## src/rtl/demux_deserializer.sv

```systemverilog
// Per-channel bit-stream deserializer behind a 1-to-4 demux, with round-robin output arbitration.
// Optional even-parity framing is enabled by defining DEMUX_DESER_PARITY_EN (adds out_perr).
module demux_deserializer #(
  parameter int DATA_W = 8
) (
  input  logic              clk,
  input  logic              rst,
  input  logic              en,
  input  logic              s0,
  input  logic              s1,
  input  logic              d0,
  input  logic              d1,
  input  logic              d2,
  input  logic              d3,
  input  logic              out_ready,
  input  logic              ovf_clr,
  output logic [DATA_W-1:0] out_data,
  output logic [1:0]        out_chan,
  output logic              out_valid,
  output logic [3:0]        ovf
`ifdef DEMUX_DESER_PARITY_EN
  ,
  output logic              out_perr
`endif
);

`ifdef DEMUX_DESER_PARITY_EN
  localparam int FRAME_W = DATA_W + 1;
  localparam int SH_W    = DATA_W;
`else
  localparam int FRAME_W = DATA_W;
  // The final bit is taken straight from the input, so only DATA_W-1 bits are stored.
  localparam int SH_W    = DATA_W - 1;
`endif
  localparam int              CNT_W = $clog2(FRAME_W);
  localparam logic [CNT_W-1:0] LAST = CNT_W'(FRAME_W - 1);

  logic [SH_W-1:0]   shreg [4];
  logic [CNT_W-1:0]  cnt   [4];
  logic [DATA_W-1:0] hold  [4];
  logic [3:0]        hold_v;
  logic [1:0]        ptr;

  logic [1:0]        sel;
  logic [3:0]        d_vec;
  logic              bit_in;
  logic              last_bit;
  logic [DATA_W-1:0] word_data;
  logic              load;
  logic              gnt_v;
  logic [1:0]        gnt;
  logic [1:0]        idx;
  logic              drain_sel;

`ifdef DEMUX_DESER_PARITY_EN
  logic [3:0] hold_p;
  logic       word_perr;
  assign word_data = shreg[sel];
  assign word_perr = ^{shreg[sel], bit_in};
`else
  assign word_data = {shreg[sel], bit_in};
`endif

  assign sel      = {s0, s1};
  assign d_vec    = {d3, d2, d1, d0};
  assign bit_in   = d_vec[sel];
  assign last_bit = en && (cnt[sel] == LAST);
  assign load     = !out_valid || out_ready;

  // Search starts one past the last grant; i=4 wraps back onto ptr itself.
  always_comb begin
    gnt_v = 1'b0;
    gnt   = '0;
    idx   = '0;
    for (int i = 1; i <= 4; i++) begin
      idx = ptr + 2'(i);
      if (!gnt_v && hold_v[idx]) begin
        gnt_v = 1'b1;
        gnt   = idx;
      end
    end
  end

  assign drain_sel = load && gnt_v && (gnt == sel);

  always_ff @(posedge clk or posedge rst) begin
    if (rst) begin
      for (int i = 0; i < 4; i++) begin
        shreg[i] <= '0;
        cnt[i]   <= '0;
        hold[i]  <= '0;
      end
      hold_v    <= '0;
      ptr       <= 2'd3;
      out_data  <= '0;
      out_chan  <= '0;
      out_valid <= 1'b0;
      ovf       <= '0;
`ifdef DEMUX_DESER_PARITY_EN
      hold_p    <= '0;
      out_perr  <= 1'b0;
`endif
    end else begin
      if (load) begin
        if (gnt_v) begin
          out_data     <= hold[gnt];
          out_chan     <= gnt;
          out_valid    <= 1'b1;
          ptr          <= gnt;
          hold_v[gnt]  <= 1'b0;
`ifdef DEMUX_DESER_PARITY_EN
          out_perr     <= hold_p[gnt];
`endif
        end else begin
          out_valid <= 1'b0;
        end
      end

      if (ovf_clr)
        ovf <= '0;

      if (en) begin
        shreg[sel] <= SH_W'({shreg[sel], bit_in});
        cnt[sel]   <= last_bit ? '0 : cnt[sel] + CNT_W'(1);
      end

      // Later assignments override the drain/clear above when a word lands this cycle.
      if (last_bit) begin
        if (hold_v[sel] && !drain_sel) begin
          ovf[sel] <= 1'b1;
        end else begin
          hold[sel]   <= word_data;
          hold_v[sel] <= 1'b1;
`ifdef DEMUX_DESER_PARITY_EN
          hold_p[sel] <= word_perr;
`endif
        end
      end
    end
  end

endmodule

```

## config.mk

```make
export PLATFORM = sky130hd
export DESIGN_NAME = demux_deserializer
export DESIGN_NICKNAME = d
export VERILOG_FILES = /design/src/rtl/demux_deserializer.sv
export SDC_FILE = /design/constraint.sdc
export NUM_CORES = 1
export LEC_CHECK = 0
export CAP_MARGIN = 5
export CELL_PAD_IN_SITES_DETAIL_PLACEMENT = 1
export CELL_PAD_IN_SITES_GLOBAL_PLACEMENT = 2
export CORE_MARGIN = 2
export CORE_UTILIZATION = 36
export CTS_BUF_LIST = sky130_fd_sc_hd__clkbuf_4 sky130_fd_sc_hd__clkbuf_8
export CTS_CLUSTER_DIAMETER = 80
export DETAILED_ROUTE_END_ITERATION = 10
export GPL_ROUTABILITY_DRIVEN = 0
export PLACE_DENSITY_LB_ADDON = 0.1
export SYNTH_ARGS = -nofsm -noshare
export SYNTH_HDL_FRONTEND = slang
export SYNTH_SLANG_ARGS = --single-unit
```

## constraint.sdc

```tcl
create_clock -name clk -period 2.97 [get_ports clk]
set_input_delay 0.594 -clock clk [delete_from_list [all_inputs] [get_ports clk]]
set_output_delay 0.594 -clock clk [all_outputs]
set_load 0.005 [all_outputs]
```

# After elaboration in Yosys (flattened, before gate mapping)
# Cells that the tools add are included.
# totals
register_bits	93
wordCells	111
input_bits	11
output_inout_bits	15
# classes
n_addsub	4
bitwise	7
reduce_logical	18
n_eq_ne	2
n_mux	51
order_cmp	11
# op_table
operator	count
bitwise mux 32 bit	1
bitwise mux 28 bit	1
two-way mux 4 bit	7
two-way mux 8 bit	3
two-way mux 7 bit	3
< comparator 2 x 3 -> 1 bit (second input constant)	6
binary-select mux 8 bit (select 2 bit)	1
demux 8 bit (select 2 bit)	1
binary-select mux 7 bit (select 2 bit)	1
demux 7 bit (select 2 bit)	1
two-way mux 1 bit	13
binary-select mux 1 bit (select 2 bit)	6
bitwise mux 12 bit	1
two-way mux 3 bit	4
logical AND 1 bit	10
two-way mux 2 bit	4
bitwise OR 4 bit	2
binary-select mux 3 bit (select 2 bit)	1
demux 3 bit (select 2 bit)	1
greater-or-equal comparator 3 bit (second input constant)	2
NOT 2 -> 3 bit	2
zero test 1 bit	5
adder 2 bit (second input constant)	2
AND 4 bit	1
other kinds (11)	14

# Longest topological paths before layout
# Gate-level depths: netlist of run 1.
# depth
depth_word	24
ltp_mapped	12
mapped_depth_nobuf	7

# Worst setup path before layout of run 1
# OpenSTA, ideal clock, no wires.
# synth_path
path_kind	input port to flip-flop
start	input s1
end	register hold[7] (netlist name)
path_slack_ns	-0.159
path_buffers	5
arrival_ns	3.010
cell_stages	11
setup_ns	0.118
cell_sequence	buf_2 -> buf_2 -> buf_2 -> mux4_2 -> ha_1 -> ha_1 -> clkbuf_1 -> nand4_1 -> clkbuf_1 -> a21oi_1 -> o311ai_0
# synth_between
elab_chain_len	7
# synth_rtl
item	line	source
start: declaration	10	input logic s1,
NOT 2 -> 3 bit (implied by the code)	61, 67, 132	
binary-select mux 3 bit (select 2 bit)	67	assign last_bit = en && (cnt[sel] == LAST);
two-way mux 3 bit (implied by the code) (2 in a row)	67	
equality test 3 bit	67	
logical AND 1 bit	67	
AND reduction 2 bit (no source line)	n/a	
end signal: indexed assignment	132	hold[sel] <= word_data;
end: declaration	40	logic [DATA_W-1:0] hold [4];
# Several ways; a longest one is shown, not always the timed one. The select of a mux whose other input is x is not followed.
# A chain may end at the register's enable or synchronous reset.

# Worst setup path in the final report of run 1
# layout_path
start	input s1
end	register hold[23] (netlist name)
# The elaborated chain is that of the path after synthesis.

==> impl_metrics.json, run 1 <==
{
  "hold_path_class": "reg -> reg",
  "power_mw": 4.57,
  "post_dp_cell_area_sq_mm": 0.00527,
  "peakVddDrop_mv": 0.265,
  "ys_seq_elements": 93,
  "hold_path_end": "out_data[0]$_DFFE_PP0P_",
  "wl_met1_um": 5820,
  "cts_tree": "done",
  "yosysSeqAreaShare_pct": 50.5,
  "place_ws_ns": -0.00108,
  "yosys.area.top_type": "dfrtp_1",
  "hold_path_depth": 2,
  "grt_pass1_wl_um": 19200,
  "nNetsFinal": 509,
  "firstDrtPassIters": 4,
  "drv_cap": 0,
  "clock_sinks": 93,
  "core_region_area_sq_mm": 0.0126,
  "fin_cells": 673,
  "drc": 0,
  "relSlewSlack_pct": 57.1,
  "synthXorXnorAreaFrac_pct": 0.190,
  "synth_cells": 465,
  "drt-total-wl_um": 11400,
  "grt_max_degree": 59,
  "reg2reg_slack_ns": 0.55,
  "synth_cell_type_count": 41,
  "die_h_um": 117,
  "synth-simple-area-share_pct": 14.8,
  "io_buffers": 25,
  "r2r_cells": 7,
  "fmax_mhz": 387,
  "syn_nets": 478,
  "route.met2.wl_um": 5210,
  "grt_pass1_vias": 3626,
  "drive_above_1_share_pct": 17.2,
  "status": "finished, final reports clean",
  "htree_levels": 3,
  "setup_tns_ns": 0,
  "synth_area_sq_mm": 0.00462,
  "synthAdderAreaFrac_pct": 0.542,
  "cp_slowest_cell": "clkdlybuf4s50_1",
  "dieWidth_um": 117,
  "rsz0062_at_grt": "false",
  "yosysWarnings": 0,
  "vias_per_cell": 5.29,
  "path_clk_slew_ns": 0.09,
  "r2r-start": "ptr[1]$_DFFE_PP1P_",
  "wl_per_cell_um": 17.0,
  "r2r_end": "hold[13]$_DFFE_PP0P_",
  "crit_type": "in -> reg",
  "post-route-util_pct": 43.7,
  "path_max_fanout": 20,
  "fin_skew_ns": 0.0118,
  "cp_num_buf_inv": 2,
  "period_needed_ns": 2.59,
  "drt-initial-drc-count": 169,
  "setup_slack_ns": 0.383,
  "dp.cells": 657,
  "synth_top_area_share_pct": 49.3,
  "synthMuxAreaShare_pct": 9.57,
  "wl_met3_um": 195,
  "cp_data_arrival_time_ns": 2.81,
  "cp-startpoint": "s1",
  "worst_pin_slew_ns": 0.637,
  "crit_family": "buffers and inverters",
  "synth_compound_gate_area_share_pct": 19.4,
  "pin_count": 26,
  "power.density_mw_per_mm2": 833,
  "dieArea_sq_mm": 0.0137,
  "syn_to_final_growth_pct": 18.9,
  "final_area_sq_mm": 0.00549,
  "start_util_pct": 36.7,
  "cpMostUsedCell": "ha_1",
  "via_count": 3559,
  "synth_top_family_by_area": "compound AO/OA/AOI/OAI gates",
  "rows": 41,
  "path_cells": "clkdlybuf4s50_1, mux4_2, ha_1, ha_1, nand2_1, buf_12, nor2_1, a21oi_1, o311ai_0",
  "clk_latency_ns": 0.38,
  "syn_avg_cell_area_sq_um": 9.93,
  "post-cts-setup-buffers": 0,
  "cts_buffers": 9,
  "min_from": "out_data[0]$_DFFE_PP0P_",
  "start_kind": "input port",
  "slowest_delay_ns": 0.59,
  "synth_edf_count": 0,
  "power.leakage_nw": 2.34,
  "synth.cells.most_frequent": "nand2_1, dfrtp_1, o21ai_0",
  "holdBufCountCts": 0,
  "whs_ns": 0.481,
  "gr-total-overflow": 0,
  "ctsRootBufferMaster": "clkbuf_8",
  "slew_violations": 0,
  "detail-route-antenna-nets": 0,
  "setup_viol": 0,
  "async_flop_share_pct": 100,
  "antenna_found_initial": 0,
  "grt_usage_pct": 18.4,
  "timing.final.hold_violations": 0,
  "ctsResizeCount": 0,
  "end_kind": "flop",
  "hpwlAfterDp_um": 7590,
  "synth_most_common_cell": "nand2_1",
  "synth_flop_cell": "dfrtp_1",
  "n_antenna_cell": 0,
  "critical_path_required_ns": 3.19,
  "synth_area_leaders": "dfrtp_1, nand2_1, o21ai_0, mux2_2, nand3_1",
  "period_share_pct": 87.1,
  "cts_buffer_depth": 2,
  "top_layer": "met4"
}
[power by group]
| part | total (mW) | internal, mW | switching (mW) |
|---|---|---|---|
| clock | 0.957 | 0.502 | 0.456 |
| combinational | 1.72 | 0.754 | 0.970 |
| sequential | 1.89 | 1.63 | 0.264 |
| total | 4.57 | 2.88 | 1.69 |
[logic make-up (layout without fill, tap and decap cells)]
| group | Yosys count | after routing |
|---|---|---|
| buffers and inverters | 50 | 86 |
| AND/OR/NAND/NOR | 155 | 155 |
| AO/OA/AOI/OAI | 128 | 128 |
| multiplexers | 36 | 36 |
| XOR/XNOR | 1 | 1 |
| adder cells (fa/ha/maj) | 2 | 2 |
| flip-flops | 93 | 93 |
[state kept, by name, summed over array words and instances (netlist names)]
register and cells:
out_data 8, shreg 28, out_valid 1, cnt 12, ptr 2, hold_v 4
hold 32, out_chan 2, ovf 4
[cell usage in the layout, fill, tap and decap left out, types with 3 or more instances in the layout]
master           Yosys  routed
nand2_1             94      94
mux4_2               5       5
buf_4                1      25
inv_1               11      10
o21ai_1              7       7
buf_12               0       9
clkbuf_4             0       3
nand2b_1             4       4
and2_1               3       3
a32oi_1              3       3
a21o_1               4       4
o311ai_2             7       7
o22ai_1              5       5
o311ai_1             9       9
clkbuf_8             0       9
a21oi_1             11      11
nand3_1             33      33
o21ai_0             58      58
nor2_1               6       6
clkdlybuf4s50_1      0      25
nand3b_1             3       3
dfrtp_1             91      91
o311ai_0            16      16
nor3_1               6       6
mux2_2              15      15
mux2i_1             16      16
[routing by layer]
layer / track usage, % / vias up
li1: - / 1738
met1: 25.6 / 1781
met2: 28.8 / 28
met3: 2.78 / 12
met4: 7.29 / 0
met5: 0 / -
[worst register-to-register path: stages (launching register included)]
cell	delay (ns)
dfstp_2	0.63
mux2i_1	0.26
o32ai_2	0.15
nor4_2	0.39
o311ai_4	0.16
and2_1	0.22
buf_12	0.17
o311ai_0	0.34
[cell type report]
| type | count | area (sq um) |
|---|---|---|
| Sequential cell | 93 | 2330 |
| Inverter | 11 | 45.0 |
| Multi-Input combinational cell | 322 | 2060 |
| Tap cell | 172 | 215 |
| Timing Repair Buffer | 59 | 618 |
| Clock buffer | 12 | 146 |
| Clock inverter | 4 | 72.6 |
| Fill cell | 1465 | 7080 |
[worst max-delay path by stage]
stage | end | cells after the start
2_1_floorplan | hold[7]$_DFFE_PP0P_ | 11
3_3_place_gp | hold[18]$_DFFE_PP0P_ | 9
3_5_place_dp | hold[21]$_DFFE_PP0P_ | 9
4_1_cts | hold[23]$_DFFE_PP0P_ | 9
5_1_grt | hold[23]$_DFFE_PP0P_ | 9
6_report | hold[23]$_DFFE_PP0P_ | 9
(Power assumes the default switching activity.)
==> run 2, diff against run 1 <==
ABC_AREA = 1   (was unset)
CORE_UTILIZATION = 34   (was 36)
==> impl_metrics.json, run 2 <==
{
  "status": "finished, final reports clean",
  "drt-total-wl_um": 12600,
  "end_kind": "flop",
  "hold_path_depth": 2,
  "ctsResizeCount": 0,
  "ctsRootBufferMaster": "clkbuf_8",
  "drive_above_1_share_pct": 15.9,
  "io_buffers": 25,
  "gr-total-overflow": 0,
  "setup_tns_ns": 0,
  "cts_buffers": 9,
  "synth_area_leaders": "dfrtp_1, nand2_1, nand3_1, o21ai_0, inv_1",
  "power_mw": 4.57,
  "cts_buffer_depth": 2,
  "yosysWarnings": 0,
  "slowest_delay_ns": 0.72,
  "ys_seq_elements": 93,
  "grt_pass1_wl_um": 21200,
  "cts_tree": "done",
  "post_dp_cell_area_sq_mm": 0.00518,
  "area.sequential_sq_mm": 0.00233,
  "synth.cells.most_frequent": "nand2_1, dfrtp_1, nand3_1",
  "detail-route-antenna-nets": 0,
  "mostFrequentLayoutCells": "nand2_1, dfrtp_1, nand3_1",
  "grt_pass1_vias": 4000,
  "place_ws_ns": 0.0390,
  "whs_ns": 0.480,
  "peakVddDrop_mv": 0.367,
  "rows": 42,
  "r2r_end": "out_data[6]$_DFFE_PP0P_",
  "cp_num_buf_inv": 3,
  "drt-initial-drc-count": 138,
  "wl_per_cell_um": 16.2,
  "cp_data_arrival_time_ns": 2.87,
  "start_util_pct": 34.7,
  "power.density_mw_per_mm2": 845,
  "final_common_cell": "nand2_1",
  "critical_path_required_ns": 3.30,
  "clk_latency_ns": 0.38,
  "worst_pin_slew_ns": 0.538,
  "htree_levels": 3,
  "largest_reg_flops": 32,
  "path_max_fanout": 11,
  "dp.cells": 764,
  "timing.final.hold_violations": 0,
  "r2r-start": "ptr[0]$_DFFE_PP1P_",
  "setup_viol": 0,
  "synth_cell_type_count": 36,
  "vias_per_cell": 4.89,
  "setup_slack_ns": 0.423,
  "dieArea_sq_mm": 0.0143,
  "drv_cap": 0,
  "path_depth": 13,
  "r2r_cells": 13,
  "hold_path_end": "hold[16]$_DFFE_PP0P_",
  "crit_family": "simple AND/OR/NAND/NOR gates",
  "period_needed_ns": 2.55,
  "power.leakage_nw": 2.71,
  "synth_top_area_share_pct": 50.0,
  "async_flop_share_pct": 100,
  "reg.largest.list": "hold: 32 flops, shreg: 28 flops, cnt: 12 flops",
  "syn_avg_cell_area_sq_um": 8.30,
  "top_register": "hold",
  "synth_cells": 549,
  "grt_usage_pct": 18.9,
  "crit_type": "reg -> reg",
  "fin_skew_ns": 0.0156,
  "hold_path_class": "reg -> reg",
  "clock_sinks": 93,
  "grt_max_degree": 94,
  "path_clk_slew_ns": 0.11,
  "via_count": 3817,
  "relSlewSlack_pct": 64.1,
  "post-route-util_pct": 41.2,
  "nNetsFinal": 612,
  "period_share_pct": 85.8,
  "post-cts-setup-buffers": 0,
  "final_area_sq_mm": 0.00541,
  "yosysSeqAreaShare_pct": 51.2,
  "firstDrtPassIters": 6,
  "synth_most_common_cell": "nand2_1",
  "synth_area_sq_mm": 0.00455,
  "yosys.area.top_type": "dfrtp_1",
  "hpwlAfterDp_um": 8930,
  "drc": 0,
  "cpMostUsedCell": "nand2_1",
  "path_cells": "inv_6, nand2_1, nand2_1, nand2_2, inv_1, a31oi_1, nand3_2, buf_4, nor2_2, nand2_1, nand4_1, nand2_1, nand2_1",
  "reg2reg_slack_ns": 0.42,
  "dieWidth_um": 120,
  "die_h_um": 120,
  "fmax_mhz": 393,
  "core_region_area_sq_mm": 0.0131,
  "min_from": "hold[16]$_DFFE_PP0P_",
  "slew_violations": 0,
  "syn_to_final_growth_pct": 18.8,
  "rsz0062_at_grt": "false",
  "fill_cells": 1576,
  "fin_cells": 780,
  "synth_edf_count": 0,
  "syn_nets": 562,
  "start_kind": "flop",
  "holdBufCountCts": 0,
  "multi_input_area_sq_mm": 0.00194,
  "cp_slowest_cell": "dfstp_2",
  "antenna_found_initial": 0,
  "n_antenna_cell": 0,
  "synth_flop_cell": "dfrtp_1",
  "pin_count": 26
}
## run 2: final cells by class
| cell class | instances | area share [%] |
|---|---|---|
| flip-flops and latches | 93 | 43.1 |
| multi-input cells | 397 | 35.9 |
| repair buffers | 56 | 9.62 |
| well taps | 176 | 4.07 |
| inverters | 42 | 3.08 |
| clock buffers | 10 | 2.54 |
| clock inverters | 6 | 1.69 |
## run 2: cells by family after synthesis
| group | share of synthesized area, % |
|---|---|
| simple gates | 33.7 |
| flops | 51.2 |
| compound gates | 8.46 |
| buf+inv | 6.18 |
| fa+ha+maj | 0.549 |
## run 2: layer usage
layer | global-route usage (%) | up-vias | part of all wire [%]
li1 | - | 1885 | -
met2 | 30.6 | 48 | 47
met3 | 2.76 | 13 | 2.3
met1 | 26.3 | 1871 | 50
met5 | 0 | - | 0
met4 | 5.44 | 0 | 1.4
## run 2: report_power, final
group | switching, mW | internal, mW
Combinational | 1.14 | 0.643
Clock | 0.492 | 0.504
Sequential | 0.195 | 1.60
## run 2: worst max path at each step
stage / from / endpoint / slack [ns]
final: ptr[0]$_DFFE_PP1P_ / out_data[6]$_DFFE_PP0P_ / 0.42
after global routing: ptr[0]$_DFFE_PP1P_ / out_data[0]$_DFFE_PP0P_ / 0.22
after CTS: ptr[0]$_DFFE_PP1P_ / out_data[2]$_DFFE_PP0P_ / 0.39
after detailed placement: s1 / hold[19]$_DFFE_PP0P_ / 0.04
after global placement: s0 / hold[21]$_DFFE_PP0P_ / 0.13
after floorplan: s1 / hold[19]$_DFFE_PP0P_ / 0.56
## run 2: worst min-delay path: stages, from the launching register on
cell	delay, ns
dfrtp_1	0.35
nand2_1	0.05
nand2_1	0.05
